[src/rtl/ccff_bitstream_loader_pkg.sv]
// Shared types and constants for the configuration-chain loader.
package ccff_loader_pkg;

  localparam int BYTE_W = 8;

  typedef enum logic [1:0] {
    IDLE = 2'd0,
    LOAD = 2'd1,
    DONE = 2'd2
  } state_e;

endpackage

[src/rtl/ccff_bitstream_loader_byte_serializer.sv]
// Byte serializer: holds the current bitstream byte and presents it MSB-first
// on the registered chain head/shift-enable pins. Requests the next byte on
// the final bit of the current one so consecutive bytes shift with no bubble.
module ccff_byte_serializer
  import ccff_loader_pkg::*;
#(
  parameter int CNT_W = 16
) (
  input  logic              CK,
  input  logic              RST,
  input  logic              active,
  input  logic [CNT_W-1:0]  bits_left,
  input  logic              s_valid,
  input  logic [BYTE_W-1:0] s_data,
  output logic              s_ready,
  output logic              ccff_head,
  output logic              ccff_shift_en
);

  logic [BYTE_W-1:0] shreg_q, shreg_d;
  logic [3:0]        nib_q, nib_d;
  logic              head_q, head_d;
  logic              shift_en_q, shift_en_d;
  logic              accept;
  logic              last_shift;

  // Ready when the byte is exhausted (or about to be) and the chain still has
  // room for more bits than are already buffered.
  always_comb begin
    s_ready    = active
                 && ((nib_q == 4'd0) || ((nib_q == 4'd1) && shift_en_q))
                 && (CNT_W'(nib_q) < bits_left);
    accept     = s_valid && s_ready;
    last_shift = shift_en_q && (bits_left == CNT_W'(1));
  end

  // Next byte/bit state; head and shift enable are computed from the next
  // state so that both pins come straight from flops.
  always_comb begin
    shreg_d = shreg_q;
    nib_d   = nib_q;
    if (!active || last_shift) begin
      nib_d = 4'd0;
    end else if (accept) begin
      shreg_d = s_data;
      nib_d   = 4'(BYTE_W);
    end else if (shift_en_q) begin
      shreg_d = {shreg_q[BYTE_W-2:0], 1'b0};
      nib_d   = nib_q - 4'd1;
    end
    shift_en_d = (nib_d != 4'd0);
    head_d     = shift_en_d ? shreg_d[BYTE_W-1] : head_q;
  end

  // Serializer registers with synchronous reset.
  always_ff @(posedge CK) begin
    if (RST) begin
      shreg_q    <= '0;
      nib_q      <= '0;
      head_q     <= 1'b0;
      shift_en_q <= 1'b0;
    end else begin
      shreg_q    <= shreg_d;
      nib_q      <= nib_d;
      head_q     <= head_d;
      shift_en_q <= shift_en_d;
    end
  end

  assign ccff_head     = head_q;
  assign ccff_shift_en = shift_en_q;

endmodule

[src/rtl/ccff_bitstream_loader.sv]
// Configuration-chain loader: sequences one load of NUM_BITS bits into the
// fabric chain and accumulates the parity of the bits leaving the tail.
//
//   state | meaning
//   IDLE  | after reset, waiting for start
//   LOAD  | streaming bytes into the chain head
//   DONE  | all NUM_BITS shifted, done held high until the next start
module ccff_bitstream_loader
  import ccff_loader_pkg::*;
#(
  parameter int NUM_BITS = 128,
  parameter int CNT_W    = 16
) (
  input  logic              CK,
  input  logic              RST,
  input  logic              start,
  input  logic              s_valid,
  output logic              s_ready,
  input  logic [BYTE_W-1:0] s_data,
  output logic              ccff_head,
  output logic              ccff_shift_en,
  input  logic              ccff_tail,
  output logic              busy,
  output logic              done,
  output logic              tail_parity
);

  state_e           state_q, state_d;
  logic [CNT_W-1:0] bits_left_q, bits_left_d;
  logic             parity_q, parity_d;

  // Bits remaining is a down-counter; reaching zero ends the load.
  always_comb begin
    state_d     = state_q;
    bits_left_d = bits_left_q;
    parity_d    = parity_q;
    case (state_q)
      IDLE, DONE: begin
        if (start) begin
          state_d     = LOAD;
          bits_left_d = CNT_W'(NUM_BITS);
          parity_d    = 1'b0;
        end
      end
      LOAD: begin
        if (ccff_shift_en) begin
          parity_d    = parity_q ^ ccff_tail;
          bits_left_d = bits_left_q - CNT_W'(1);
          if (bits_left_q == CNT_W'(1)) begin
            state_d = DONE;
          end
        end
      end
      default: state_d = IDLE;
    endcase
  end

  // FSM, bit counter and tail parity registers.
  always_ff @(posedge CK) begin
    if (RST) begin
      state_q     <= IDLE;
      bits_left_q <= '0;
      parity_q    <= 1'b0;
    end else begin
      state_q     <= state_d;
      bits_left_q <= bits_left_d;
      parity_q    <= parity_d;
    end
  end

  ccff_byte_serializer #(
    .CNT_W(CNT_W)
  ) u_ser (
    .CK           (CK),
    .RST          (RST),
    .active       (state_q == LOAD),
    .bits_left    (bits_left_q),
    .s_valid      (s_valid),
    .s_data       (s_data),
    .s_ready      (s_ready),
    .ccff_head    (ccff_head),
    .ccff_shift_en(ccff_shift_en)
  );

  assign busy        = (state_q == LOAD);
  assign done        = (state_q == DONE);
  assign tail_parity = parity_q;

endmodule

[config.mk]
export PLATFORM = sky130hd
export DESIGN_NAME = ccff_bitstream_loader
export DESIGN_NICKNAME = d
export VERILOG_FILES = /design/src/rtl/ccff_bitstream_loader_pkg.sv /design/src/rtl/ccff_bitstream_loader_byte_serializer.sv /design/src/rtl/ccff_bitstream_loader.sv
export SDC_FILE = /design/constraint.sdc
export NUM_CORES = 1
export LEC_CHECK = 0
export ABC_AREA = 1
export CAP_MARGIN = 40
export CORE_MARGIN = 2
export CORE_UTILIZATION = 40
export DETAILED_ROUTE_END_ITERATION = 16
export DONT_BUFFER_PORTS = 1
export GPL_TIMING_DRIVEN = 0
export MAX_ROUTING_LAYER = met4
export PLACE_DENSITY = 0.53
export SLEW_MARGIN = 25
export SYNTH_ARGS = -nofsm -noshare
export SYNTH_HDL_FRONTEND = slang
export SYNTH_SLANG_ARGS = --single-unit
[constraint.sdc]
create_clock -name CK -period 1.8 [get_ports CK]
set_clock_uncertainty 0.15 [all_clocks]
set_input_delay 0.36 -clock CK [delete_from_list [all_inputs] [get_ports CK]]
set_output_delay 0.36 -clock CK [all_outputs]
set_load 0.01 [all_outputs]
# Word-level counts from Yosys, hierarchy flattened
# Cells that the tools add are included.
# Widths: inputs -> output; s select.
op_classes:
  addsub: 2
  n_lt_le_gt_ge: 1
  eq_ne: 7
  muxes: 16
  bitwise_logic: 2
  reduce_logical: 17
ops:
  columns: ["operator", "n"]
  rows:
  - ["$mux 16", 2]
  - ["$pmux 16 s2", 1]
  - ["$mux 8", 3]
  - ["$eq 16x1->1 const B", 1]
  - ["$lt 4x16->1", 1]
  - ["$sub 16x1->16 const B", 1]
  - ["$mux 4", 3]
  - ["$mux 2", 3]
  - ["$ne 2x2->1 const B", 3]
  - ["$reduce_and 3->1", 2]
  - ["$logic_and 1x1->1", 5]
  - ["$eq 4x1->1 const B", 1]
  - ["$logic_not 4->1", 1]
  - ["$pmux 2 s2", 1]
  - ["$reduce_bool 2->1", 2]
  - ["$reduce_bool 4->1", 1]
  - ["$sub 4x1->4 const B", 1]
  - ["$eq 2x1->1 const B", 1]
  - ["$eq 2x2->1 const B", 1]
  - ["$logic_not 2->1", 1]
  - ["$logic_or 1x1->1", 2]
  - ["$mux 1", 2]
  - ["$pmux 1 s2", 1]
  - ["$reduce_and 2->1", 1]
  - ["other kinds (4)", 4]
totals:
  ff_bits: 33
  in_bits: 13
  out_inout_bits: 6

# Logic depth before layout (Yosys ltp)
# Gate-level depths: netlist (run 1).
depth:
  word_depth: 9
  ltp_mapped: 15

# Modules after synthesis
# A second synthesis (run 1) with hierarchy kept.
unflattened:
  hier_cells: 301
  hier_area_um2: 2047.0
modules_own_cells:
  columns: ["module", "instances", "cells_each", "area_per_inst_um2", "seq_area_each_um2"]
  rows:
  - ["ccff_bitstream_loader", 1, 164, 1079.8, 380.4]
  - ["ccff_byte_serializer", 1, 137, 967.2, 280.3]

# Worst setup path after synthesis (run 1)
# No wires, ideal clock.
synth_timing:
  path_type: "reg2reg"
  startpoint: "register bits_left_q[3]"
  endpoint: "register u_ser.head_q (netlist: u_ser.ccff_head)"
  arrival_time_ps: 1567
  t_required_ps: 1537
  path_slack_ps: -30
  path_stages_with_launch: 14
  path_buffers: 1
  period_less_slack_ps: 1830
  path_cell_list: "dfxtp_1 > inv_2 > ha_1 > a21oi_1 > nand2_1 > nand2_1 > nand3_2 > buf_4 > nand3_1 > nand2_1 > nor2_1 > nand2_1 > nand2_1 > nor2_1"
synth_via:
  elab_chain_len: 6
  word_cells_on_any_way: 11
  classes_between: "order compare: 1; eq/ne: 1; mux: 4; reduce/logical: 5"
synth_lines:
  columns: ["item", "line_no", "rtl"]
  rows:
  - ["start: declaration", "ccff_bitstream_loader.sv:29", "logic [CNT_W-1:0] bits_left_q, bits_left_d;"]
  - ["start signal: assignment", "ccff_bitstream_loader.sv:66", "bits_left_q <= bits_left_d;"]
  - ["$lt 4x16->1", "ccff_bitstream_loader_byte_serializer.sv:32", "&& (CNT_W'(nib_q) < bits_left);"]
  - ["$logic_and 1x1->1", "ccff_bitstream_loader_byte_serializer.sv:32", null]
  - ["$logic_and 1x1->1", "ccff_bitstream_loader_byte_serializer.sv:33", "accept = s_valid && s_ready;"]
  - ["$mux 4", "ccff_bitstream_loader_byte_serializer.sv:44", "end else if (accept) begin"]
  - ["$mux 4", "ccff_bitstream_loader_byte_serializer.sv:42", "if (!active || last_shift) begin"]
  - ["$reduce_bool 4->1", "ccff_bitstream_loader_byte_serializer.sv:51", "shift_en_d = (nib_d != 4'd0);"]
  - ["end signal: assignment", "ccff_bitstream_loader_byte_serializer.sv:60", "head_q <= 1'b0;"]
  - ["end signal: assignment", "ccff_bitstream_loader_byte_serializer.sv:65", "head_q <= head_d;"]
  - ["end: declaration", "ccff_bitstream_loader_byte_serializer.sv:22", "logic head_q, head_d;"]
# Several ways; a longest one is shown, not always the timed one.
# A chain may end at the register's enable or synchronous reset.

# Worst setup path after layout (run 1)
layout_timing:
  startpoint: "register u_ser.nib_q[2]"
  endpoint: "register u_ser.shreg_q[1]"
layout_via:
  elab_chain_len: 8
  word_cells_on_any_way: 11
  classes_between: "order compare: 1; eq/ne: 1; mux: 1; reduce/logical: 8"
layout_lines:
  columns: ["item", "line_no", "rtl"]
  rows:
  - ["start: declaration", "ccff_bitstream_loader_byte_serializer.sv:21", "logic [3:0] nib_q, nib_d;"]
  - ["start signal: assignment", "ccff_bitstream_loader_byte_serializer.sv:64", "nib_q <= nib_d;"]
  - ["parallel branches: the longest is 4 deep, another holds $lt 4x16->1", null, null]
  - ["$logic_and 1x1->1 (*)", "ccff_bitstream_loader_byte_serializer.sv:32", null]
  - ["$logic_and 1x1->1 (*)", "ccff_bitstream_loader_byte_serializer.sv:33", null]
  - ["$reduce_bool 2->1 (no line)", null, null]
  - ["$reduce_and 2->1 (no line)", null, null]
  - ["end signal: assignment", "ccff_bitstream_loader_byte_serializer.sv:63", "shreg_q <= shreg_d;"]
  - ["end: declaration", "ccff_bitstream_loader_byte_serializer.sv:20", "logic [BYTE_W-1:0] shreg_q, shreg_d;"]
# Every way passes the cells marked *.

==> results of run 1 <==
[kinds of logic after synthesis]
kind of cell	share of synthesized area, %
compound gates	13.7
xor+xnor	2.50
fa+ha+maj	5.72
buf+inv	7.93
flops	37.7
simple gates	32.5
[state kept, by name, indices dropped and copies added (netlist names)]
| signal | flops |
|---|---|
| tail_parity | 1 |
| u_ser.ccff_shift_en | 1 |
| u_ser.shreg_q | 8 |
| state_q | 2 |
| bits_left_q | 16 |
| u_ser.nib_q | 4 |
| u_ser.ccff_head | 1 |
[how the worst max path moves through the flow]
| stage | to | depth (start not counted) | slack, ns | startpoint |
|---|---|---|---|---|
| 2_1_floorplan | u_ser.ccff_head$_SDFFE_PP0P_ | 13 | 0.005 | bits_left_q[3]$_SDFFE_PP0P_ |
| 3_3_place_gp | u_ser.ccff_head$_SDFFE_PP0P_ | 9 | -0.27 | u_ser.ccff_shift_en$_SDFF_PP0_ |
| 3_5_place_dp | u_ser.ccff_head$_SDFFE_PP0P_ | 9 | -0.28 | u_ser.ccff_shift_en$_SDFF_PP0_ |
| 4_1_cts | u_ser.ccff_head$_SDFFE_PP0P_ | 13 | -0.06 | u_ser.nib_q[1]$_SDFF_PP0_ |
| 5_1_grt | u_ser.shreg_q[1]$_SDFFE_PP0P_ | 10 | -0.18 | u_ser.nib_q[3]$_SDFF_PP0_ |
| 6_report | u_ser.shreg_q[1]$_SDFFE_PP0P_ | 10 | -0.03 | u_ser.nib_q[2]$_SDFF_PP0_ |
[critical path, stage by stage, from the launching register on]
cell,delay [ns]
dfxtp_4,0.37
or2_1,0.22
nor3_2,0.18
buf_4,0.15
nand3_4,0.11
buf_6,0.17
buf_12,0.13
nand3_2,0.05
nand2_1,0.05
nor2_1,0.09
nor2_1,0.05
[timing repair]
| action | CTS | global route |
|---|---|---|
| endpoints found under the setup margin | 23 | 23 |
| hold buffers | 0 | 0 |
| gates resized for setup | 51 | 40 |
| buffers inserted | 11 | 12 |
| pin swaps | 26 | 28 |
[power by group]
group	leakage, nW	switching (mW)	internal [mW]
clock network	0.0542	0.276	0.346
registers	0.276	0.0982	0.835
logic	0.724	0.698	0.465
[through the flow]
| stage | power [mW] | instances | setup WS, ns | TNS (ns) |
|---|---|---|---|---|
| 2_1_floorplan | 1.52 | 255 | 0.00505 | 0 |
| 3_3_place_gp | 1.68 | 307 | -0.271 | -3.30 |
| 3_5_place_dp | 1.69 | 307 | -0.281 | -3.49 |
| 4_1_cts | 2.55 | 326 | -0.0597 | -0.381 |
| 5_1_grt | 2.90 | 338 | -0.180 | -1.28 |
| 6_report | 2.72 | 338 | -0.0289 | -0.126 |
[cells in the mapped netlist, drive strengths merged]
| library cell | instances |
|---|---|
| clkbuf | 2 |
| a21oi | 21 |
| o21a | 3 |
| a21boi | 1 |
| dfxtp | 33 |
| nor4 | 2 |
| nand2 | 53 |
| and3 | 1 |
| buf | 1 |
| or2 | 2 |
| ha | 8 |
| xor2 | 5 |
| inv | 33 |
| nor3 | 8 |
| nor2 | 44 |
| o21ai | 18 |
| a31oi | 1 |
| nand3 | 19 |
[layout make-up]
class                      instances  area [um2]  share of cell area [%]
multi-input combinational        186        1200                    49.8
clock inverter                     1        5.00                   0.207
timing repair buffer              23         193                    7.97
clock buffer                       7        96.3                    3.98
inverter                          33         144                    5.95
sequential                        33         691                    28.6
buffer                             3        20.0                   0.828
tap                               52        65.1                    2.69
[metal layers]
layer	GRT usage (%)	part of all wire (%)	vias to the layer above
li1	-	-	881
met1	24.9	48	773
met2	28.7	47	24
met3	4.47	3.2	8
met4	6.20	1.9	0
met5	-	0	-
==> run metrics, run 1 <==
largest cells by area after synthesis=dfxtp_1 38%, nand2_1 11%, nor2_1 8.8%, inv_1 5.8%, ha_1 5.7%; hold path cells=2; initial core utilization=between 40% and 50%; total clock buffers created by CTS=5; maximum VDD drop=between 500 and 600 uV; initial antenna violation count=0; total track usage=a little under a fifth; Residual DRC=0; PwrDens=between 1000 and 1500 nW/um2; Via density=4.99; dpl cell area=approximately 1800 um2; RD Place Congestion=roughly 0.82; Hold EP=u_ser.shreg_q[0]$_SDFFE_PP0P_; num ports=19; register bit total from synthesis=33; start point of the worst hold path=s_data[0]; CP Max Fanout=6; synthesized cell area=roughly 1800 um2; slew margin rel.=63.3%; CTS Root Cell=clkbuf_8; Slew Viols, Final=0; max_cap viols=0; RR Startpoint=u_ser.nib_q[2]$_SDFF_PP0_; Wirelength per Cell=approximately 13 um; reg-to-reg endpoint=u_ser.shreg_q[1]$_SDFFE_PP0P_; leakage power=1.05 nW; Setup CP Type=reg -> reg; global-route wire length before repair=7250 um; Core Box Area=around 4300 um2; Seq/Total Area, Yosys=roughly 38%; Clock Sinks=33; post-layout util=between 50% and 60%; die width=roughly 70 um; TritonCTS clock tree=built; post-route ant nets=0; minimum clock period=around 1.8 ns; RSZ-0062 raised after global routing=true; Reg clk slew, reported paths=roughly 0.070 ns; final wirelength=4430 um; fmax=~0.55 GHz; # rows=24; worst-margin pin slew=about 0.55 ns; Startpoint Class=flip-flop; layout cell share with drive strength beyond 1=a little under 40%; Layout area overhead=38.2%; fin area=between 2000 and 2500 um2; status=finished, violations left; initial DRC count=~120; Final WS setup=-0.0289 ns; WP data arrival=approximately 1.9 ns; data required time of the worst path=~1.8 ns; die area=between 4000 and 5000 um2; largest net degree at the start of global routing=11; unique cell type count in the Yosys netlist=27; Worst-Skew Late Latency=about 0.29 ns; failing checks=negative setup slack; total number of vias=about 1700; Worst R2R Setup Slack=-0.03 ns; ANT cells=0; commonest non-fill, non-tap cell in the layout=nand2_1; commonest cells after routing, fill and taps aside=40 x nand2_1, 35 x nor2_1, 21 x inv_1; syn_area_per_cell=around 7 um2; Yosys warning count=0; HP Class=in -> reg; final setup vio count=7; DP HPWL=around 2800 um; total grt overflow=0; Pre-antenna DRT Iters=4; vias in the first global route=1568; Syn Inst Count=around 260; CP endpoint kind=flip-flop; Clock Path Buffers=2; top-area cell type share of the netlist area=about 38%; Layout fillers=426; Synth area leader=dfxtp_1; Post-Syn Nets=276; Fin. Hold Viols=0; period utilization=102%; Worst Reg-to-Reg Cells=10; PortBufs=0; Die Ht=about 70 um; Net count, final=slightly above 300; H-tree Lvls=2; WHS=roughly 0.09 ns
Power figures use the tool's default switching activity.
==> run 2: changes to the inputs <==
Settings changed: SYNTH_HIERARCHICAL from default to 1.
==> run 2 against run 1 <==
Effect of this change: the flow still finishes with violations (negative setup slack); via count increased by 10%; synthesized cell count grew 18%; fmax fell by 2.2%; core utilization is 4.9 points lower; sequential cell count unchanged; area after synthesis rose by 17%; critical path depth up 1; combinational power decreased by 43%; routed wire length grew 7.7%; first-iteration DRC count is 36% lower; die area rose by 16%; register-to-register slack worse by 0.04 ns; largest power group is now sequential cells; highest routed layer unchanged.
==> run metrics, run 2 <==
status=finished, violations left; failing checks=negative setup slack; ANT cells=0 (unchanged); Core Box Area=5010 um2 (+17%); Worst-Skew Late Latency=0.29 ns (about the same); total grt overflow=0 (unchanged); unique cell type count in the Yosys netlist=38 (+41%); hold path cells=2 (unchanged); RD Place Congestion=0.823 (-0.24%); maximum VDD drop=401 uV (-23%); count leader, synth=nand2_1; initial antenna violation count=0 (unchanged); CP endpoint kind=flip-flop; die area=5710 um2 (+16%); Residual DRC=0 (unchanged); Final WS setup=-0.0706 ns (-0.0417 ns); layout cell share with drive strength beyond 1=29.9% (-8.9 points); Largest register FFs=16 (unchanged); Synth Flop Type=dfxtp_1; HP Class=in -> reg; minimum clock period=1.87 ns (+0.0417 ns); slew margin rel.=74.9% (+12 points); WP data arrival=1.89 ns (+0.03 ns); Pre-antenna DRT Iters=4 (unchanged); PwrDens=795 nW/um2 (-29%); commonest non-fill, non-tap cell in the layout=nand2_1; RR Startpoint=u_ser/nib_q[1]$_SDFF_PP0_; num ports=19 (unchanged); biggest regs=bits_left_q: 16 flops, u_ser/shreg_q: 8 flops, u_ser/nib_q: 4 flops; total clock buffers created by CTS=5 (unchanged); area of the multi-input gates=1300 um2 (+7.9%); top cells by count, synth=66 x nand2_1, 46 x inv_1, 45 x nor2_1; leakage power=1.17 nW (+11%); register bit total from synthesis=33 (unchanged); max_cap viols=0 (unchanged); Layout fillers=518 (+22%); Hold EP=u_ser/shreg_q[0]$_SDFFE_PP0P_; largest cells by area after synthesis=dfxtp_1 32%, nand2_1 12%, inv_1 8.4%, nor2_1 8.3%, nand3_1 6.6%; post-layout util=51.4% (-4.9 points); Slew Viols, Final=0 (unchanged); highest metal layer with signal wires=met4; CP max-delay cell=dfxtp_4; Fin. Hold Viols=0 (unchanged); Yosys warning count=6 (+6); wire length on met2=2070 um (-0.72%); Layout area overhead=25.9%; data required time of the worst path=1.82 ns (about the same); Seq/Total Area, Yosys=32.3% (-5.5 points); wl on met1=2470 um (+16%); CP Cell Sequence=ha_4 > nand2_2 > nand2_1 > nand2_2 > nand2_4 > nand2_4 > nand3_4 > a21oi_4 > buf_6 > nand3_2 > o211a_1; Worst Reg-to-Reg Cells=11 (+1); Most flops, register=bits_left_q; worst-margin pin slew=0.377 ns (-0.174 ns); Setup WS pre-CTS=-0.224 ns (+0.0569 ns); initial DRC count=75 (-36%); commonest cells after routing, fill and taps aside=58 x nand2_1, 42 x nor2_1, 38 x inv_1; Max stage delay on crit path=0.37 ns (about the same); Post-Syn Nets=322 (+17%); Worst R2R Setup Slack=-0.07 ns (-0.04 ns); Setup CP Type=reg -> reg; Die Ht=75.5 um (+7.7%); largest net degree at the start of global routing=11 (unchanged); initial core utilization=40.9% (+0.096 points); Clock Sinks=33 (unchanged); Synth area leader=dfxtp_1; total number of vias=1859 (+10%); fmax=0.535 GHz (-2.2%); TritonCTS clock tree=built; top-area cell type share of the netlist area=32.3% (-5.5 points); WL met3=190 um (+33%); Syn Inst Count=301 (+18%); dpl cell area=2140 um2 (+17%); syn_area_per_cell=6.80 um2 (-0.93%); vias in the first global route=1700 (+8.4%); post-route ant nets=0 (unchanged); CP Max Fanout=5 (-1); global-route wire length before repair=7670 um (+5.8%); die width=75.5 um (+7.7%); PortBufs=0 (unchanged); Net count, final=344 (+12%); total track usage=18.1% (-0.82 points); Post-synth EDFFs=0 (unchanged); final setup vio count=10 (+3); DP HPWL=3300 um (+16%); start point of the worst hold path=s_data[0]; register area=688 um2 (-0.36%); Clock Path Buffers=2 (unchanged); Setup TNS Final=-0.411 ns (-0.285 ns); reg-to-reg endpoint=u_ser/shreg_q[1]$_SDFFE_PP0P_; Via density=4.72 (-5.4%); fin area=2580 um2 (+6.5%); period utilization=104% (+2.3 points); # rows=26 (+8.3%); RSZ-0062 raised after global routing=true; final wirelength=4770 um (+7.7%); Startpoint Class=flip-flop; CTS Root Cell=clkbuf_8; async set-reset flop share out of synthesis=0% (unchanged); H-tree Lvls=2 (unchanged); Reg clk slew, reported paths=0.08 ns (about the same); synthesized cell area=2050 um2 (+17%); Wirelength per Cell=12.1 um (-7.6%)
## run 2: changes by cell type after synthesis, moves of 3 or more
cell      delta
a21oi_1      -7
buf_6        +3
clkinv_1     +3
inv_1       +19
nand2_1     +14
nand3_1     +10
nand3_2      +3
nand4_1      +4
nor2_1       +4
nor3_1       -4
o211a_1      +6
o21ai_0     -11
## run 2: timing repair
action | 4_1_cts | 5_1_grt
hold buffers | 1 | 0
pin swaps | 10 | 11
endpoints found under the hold margin | 2 | 0
gates cloned | 1 | 1
resized for setup | 33 | 31
setup endpoints to repair | 13 | 14
buffers inserted | 5 | 7
## run 2: power by group
part	total, mW	switching [mW]	internal (mW)	leakage, nW
Combinational	0.667	0.404	0.263	0.846
Sequential	0.837	0.0563	0.781	0.275
Clock	0.544	0.276	0.268	0.0450
Total	2.05	0.736	1.31	1.17
## run 2: layout make-up
type	count	share of cell area [%]
Timing Repair Buffer	15	5.20
Buffer	6	2.38
Sequential cell	33	26.7
Clock buffer	6	2.82
Clock inverter	2	0.389
Multi-Input combinational cell	207	50.5
Inverter	55	8.64
Tap cell	70	3.40
## run 2: how the worst max path moves through the flow
| stage | startpoint | end | cells after the start |
|---|---|---|---|
| CTS | u_ser/nib_q[1]$_SDFF_PP0_ | u_ser/shreg_q[3]$_SDFFE_PP0P_ | 11 |
| global route | bits_left_q[3]$_SDFFE_PP0P_ | u_ser/shreg_q[4]$_SDFFE_PP0P_ | 11 |
| floorplan | bits_left_q[2]$_SDFFE_PP0P_ | u_ser/shreg_q[1]$_SDFFE_PP0P_ | 12 |
| global placement | state_q[0]$_SDFFE_PP0P_ | u_ser/shreg_q[6]$_SDFFE_PP0P_ | 9 |
| finish | u_ser/nib_q[1]$_SDFF_PP0_ | u_ser/shreg_q[1]$_SDFFE_PP0P_ | 11 |
| detailed placement | state_q[0]$_SDFFE_PP0P_ | u_ser/shreg_q[1]$_SDFFE_PP0P_ | 9 |
## run 2: cells by family (layout without fill, tap and decap cells)
kind of cell	Yosys count	after routing	share of synthesized area (%)
multiplexers	1	1	0.489
flip-flops	33	33	32.3
adder cells (fa/ha/maj)	8	8	4.89
AND/OR/NAND/NOR	163	163	37.1
XOR/XNOR	3	3	1.28
buffers and inverters	61	84	13.1
AO/OA/AOI/OAI	32	32	10.8
## run 2: metrics by stage
| stage | cells | hold WS, ns | power [mW] |
|---|---|---|---|
| 6_report | 394 | 0.0865 | 2.05 |
| 5_1_grt | 394 | 0.0725 | 2.19 |
| 4_1_cts | 386 | 0.0784 | 2.00 |
| 3_5_place_dp | 371 | 0.284 | 1.38 |
| 3_3_place_gp | 371 | 0.281 | 1.37 |
| 2_1_floorplan | 301 | 0.279 | 1.27 |
## run 2: metal layers
metal	vias to the layer above	GRT usage [%]
met5	-	-
met4	0	4.48
met3	5	4.50
met2	33	25.6
met1	835	25.7
li1	986	-
## run 2: worst max-delay path, delay by kind of cell, from the launching register on
family / cells / cell delay [ns]
AND/OR/NAND/NOR: 7 / 0.46
AO/OA/AOI/OAI: 2 / 0.36
adder cells (fa/ha/maj): 1 / 0.24
flip-flops: 1 / 0.37
buffers and inverters: 1 / 0.16
==> run 3: changes to the inputs <==
Settings changed: CAP_MARGIN 40 to 5, MAX_ROUTING_LAYER met4 to default.
==> run 3 against run 2 <==
Effect of this change: sequential power is essentially flat; routed wire length shrank 0.73%; die area did not move; final area about the same; clock power about the same; register-to-register slack hardly changed; critical endpoint unchanged; critical path depth shrank 1; clock-buffer cell count is the same; via count did not move; non-clock buffer count did not move; cell count unchanged; first-iteration DRC count fell by 1.3%; the flow still finishes with violations (negative setup slack).
==> run metrics, run 3 (synthesis results as in run 2) <==
status=finished, violations left; failing checks=negative setup slack; largest net degree at the start of global routing=11 (unchanged); Setup CP Type=reg -> reg; post-route ant nets=0 (unchanged); period utilization=104% (-0.14 points); commonest cells after routing, fill and taps aside=58 x nand2_1, 41 x nor2_1, 39 x inv_1; WP depth=10 (-1); minimum clock period=1.87 ns (-0.00247 ns); Via density=4.72 (unchanged); vias in the first global route=1702 (+0.12%); ANT cells=0 (unchanged); Total Power=2.05 mW (about the same); initial antenna violation count=0 (unchanged); maximum VDD drop=400 uV (-0.11%); Net count, final=344 (unchanged); Fin. Hold Viols=0 (unchanged); final wirelength=4740 um (-0.73%); total number of vias=1859 (unchanged); fmax=0.535 GHz (+0.13%); total track usage=17.5% (-0.54 points); Wirelength per Cell=12.0 um (-0.73%); Startpoint Class=flip-flop; CTS Root Cell=clkbuf_8; worst path buffer plus inverter count=2 (+1); hold path cells=2 (unchanged); initial DRC count=74 (-1.3%); PwrDens=795 nW/um2 (about the same); Largest register FFs=16 (unchanged); global-route wire length before repair=7680 um (about the same); max_cap viols=0 (unchanged); CP Cell Sequence=inv_2 > ha_4 > a21oi_4 > nand2_4 > nand2_4 > nand3_4 > a21oi_4 > buf_6 > nand3_2 > o211a_1; final setup vio count=10 (unchanged); WP data arrival=1.89 ns (about the same); Pre-antenna DRT Iters=4 (unchanged); worst-margin pin slew=0.370 ns (-0.00649 ns); fin area=2580 um2 (about the same); initial core utilization=40.9% (unchanged); CP Max Fanout=5 (unchanged); WHS=0.0875 ns (+0.00101 ns); Max stage delay on crit path=0.34 ns (-0.03 ns); dpl cell area=2140 um2 (unchanged); TritonCTS clock tree=built; Reg clk slew, reported paths=0.08 ns (about the same); Most flops, register=bits_left_q; total clock buffers created by CTS=5 (unchanged); Layout area overhead=25.9% (about the same); CP endpoint kind=flip-flop; data required time of the worst path=1.82 ns (about the same); Clock Sinks=33 (unchanged); H-tree Lvls=2 (unchanged); num ports=19 (unchanged); Die Ht=75.5 um (unchanged); CP max-delay cell=dfxtp_2; Setup WS pre-CTS=-0.224 ns (unchanged); # rows=26 (unchanged); slew margin rel.=75.3% (+0.43 points); Slew Viols, Final=0 (unchanged); Final WS setup=-0.0681 ns (+0.00247 ns); biggest regs=bits_left_q: 16 flops, u_ser/shreg_q: 8 flops, u_ser/nib_q: 4 flops; RSZ-0062 raised after global routing=true; largest delay contributor family on the critical path=compound AO/OA/AOI/OAI gates; total grt overflow=0 (unchanged); layout cell share with drive strength beyond 1=30.2% (+0.31 points); leakage power=1.17 nW (+0.10%); Clock Path Buffers=2 (unchanged); commonest non-fill, non-tap cell in the layout=nand2_1; Worst Reg-to-Reg Cells=10 (-1); RD Place Congestion=0.811 (-1.4%); Residual DRC=0 (unchanged); HP Class=in -> reg; Core Box Area=5010 um2 (unchanged); die area=5710 um2 (unchanged); PortBufs=0 (unchanged); Worst-Skew Late Latency=0.29 ns (about the same); DP HPWL=3300 um (unchanged); die width=75.5 um (unchanged)
==> run 3: cell counts in the layout (fill, tap and decap cells not counted) <==
No cell type changed its count.
==> run 3: timing repair <==
item | 4_1_cts | 5_1_grt
hold endpoints to repair | 2 | 0
gates resized for setup | 33 | 31
hold buffers | 1 | 0
setup buffers | 5 | 7
endpoints found under the setup margin | 13 | 14
pin swaps | 10 | 10
gates cloned | 1 | 1
==> run 3: path summary, 6_finish.rpt <==
kind / startpoint / to / slack, ns
max: bits_left_q[3]$_SDFFE_PP0P_ / u_ser/shreg_q[1]$_SDFFE_PP0P_ / -0.07
min: s_data[0] / u_ser/shreg_q[0]$_SDFFE_PP0P_ / 0.09
max reg2reg: bits_left_q[3]$_SDFFE_PP0P_ / u_ser/shreg_q[1]$_SDFFE_PP0P_ / -0.07
min reg2reg: u_ser/shreg_q[0]$_SDFFE_PP0P_ / u_ser/shreg_q[0]$_SDFFE_PP0P_ / 0.32
==> run 3: where the power goes <==
group / leakage (nW) / switching (mW) / internal (mW) / total [mW]
registers: 0.276 / 0.0573 / 0.782 / 0.839
clock network: 0.0450 / 0.277 / 0.268 / 0.545
logic: 0.847 / 0.403 / 0.263 / 0.665
==> run 3: per-stage QoR <==
step	TNS [ns]	instances	util (%)
2_1_floorplan	0	301	-
3_3_place_gp	-1.30	371	42.7
3_5_place_dp	-1.40	371	42.7
4_1_cts	-0.174	386	47.7
5_1_grt	-1.42	394	51.4
6_report	-0.395	394	51.4
==> run 3: cell type report <==
cell class / count / area [um2]
Buffer: 6 / 61.3
Tap cell: 70 / 87.6
Fill cell: 517 / 2430
Sequential cell: 33 / 687
Multi-Input combinational cell: 207 / 1300
Timing Repair Buffer: 15 / 134
Clock inverter: 2 / 10.0
Inverter: 55 / 223
Clock buffer: 6 / 72.6
==> run 3: metal layers <==
layer / GRT usage (%) / share of wire, % / vias up / wire length, um
met1: 25.6 / 52 / 844 / 2470
met3: 4.89 / 3.8 / 5 / 179
met5: 0 / 0 / - / 0
met4: 4.48 / 0.91 / 0 / 43
met2: 25.4 / 43 / 25 / 2050
li1: - / - / 985 / -
==> run 3: worst reg2reg max path, cell delays in order (launching register included) <==
cell and delay, ns:
dfxtp_2 0.34, inv_2 0.05, ha_4 0.22, a21oi_4 0.16, nand2_4 0.08, nand2_4 0.07, nand3_4 0.12, a21oi_4 0.25
buf_6 0.16, nand3_2 0.05, o211a_1 0.11
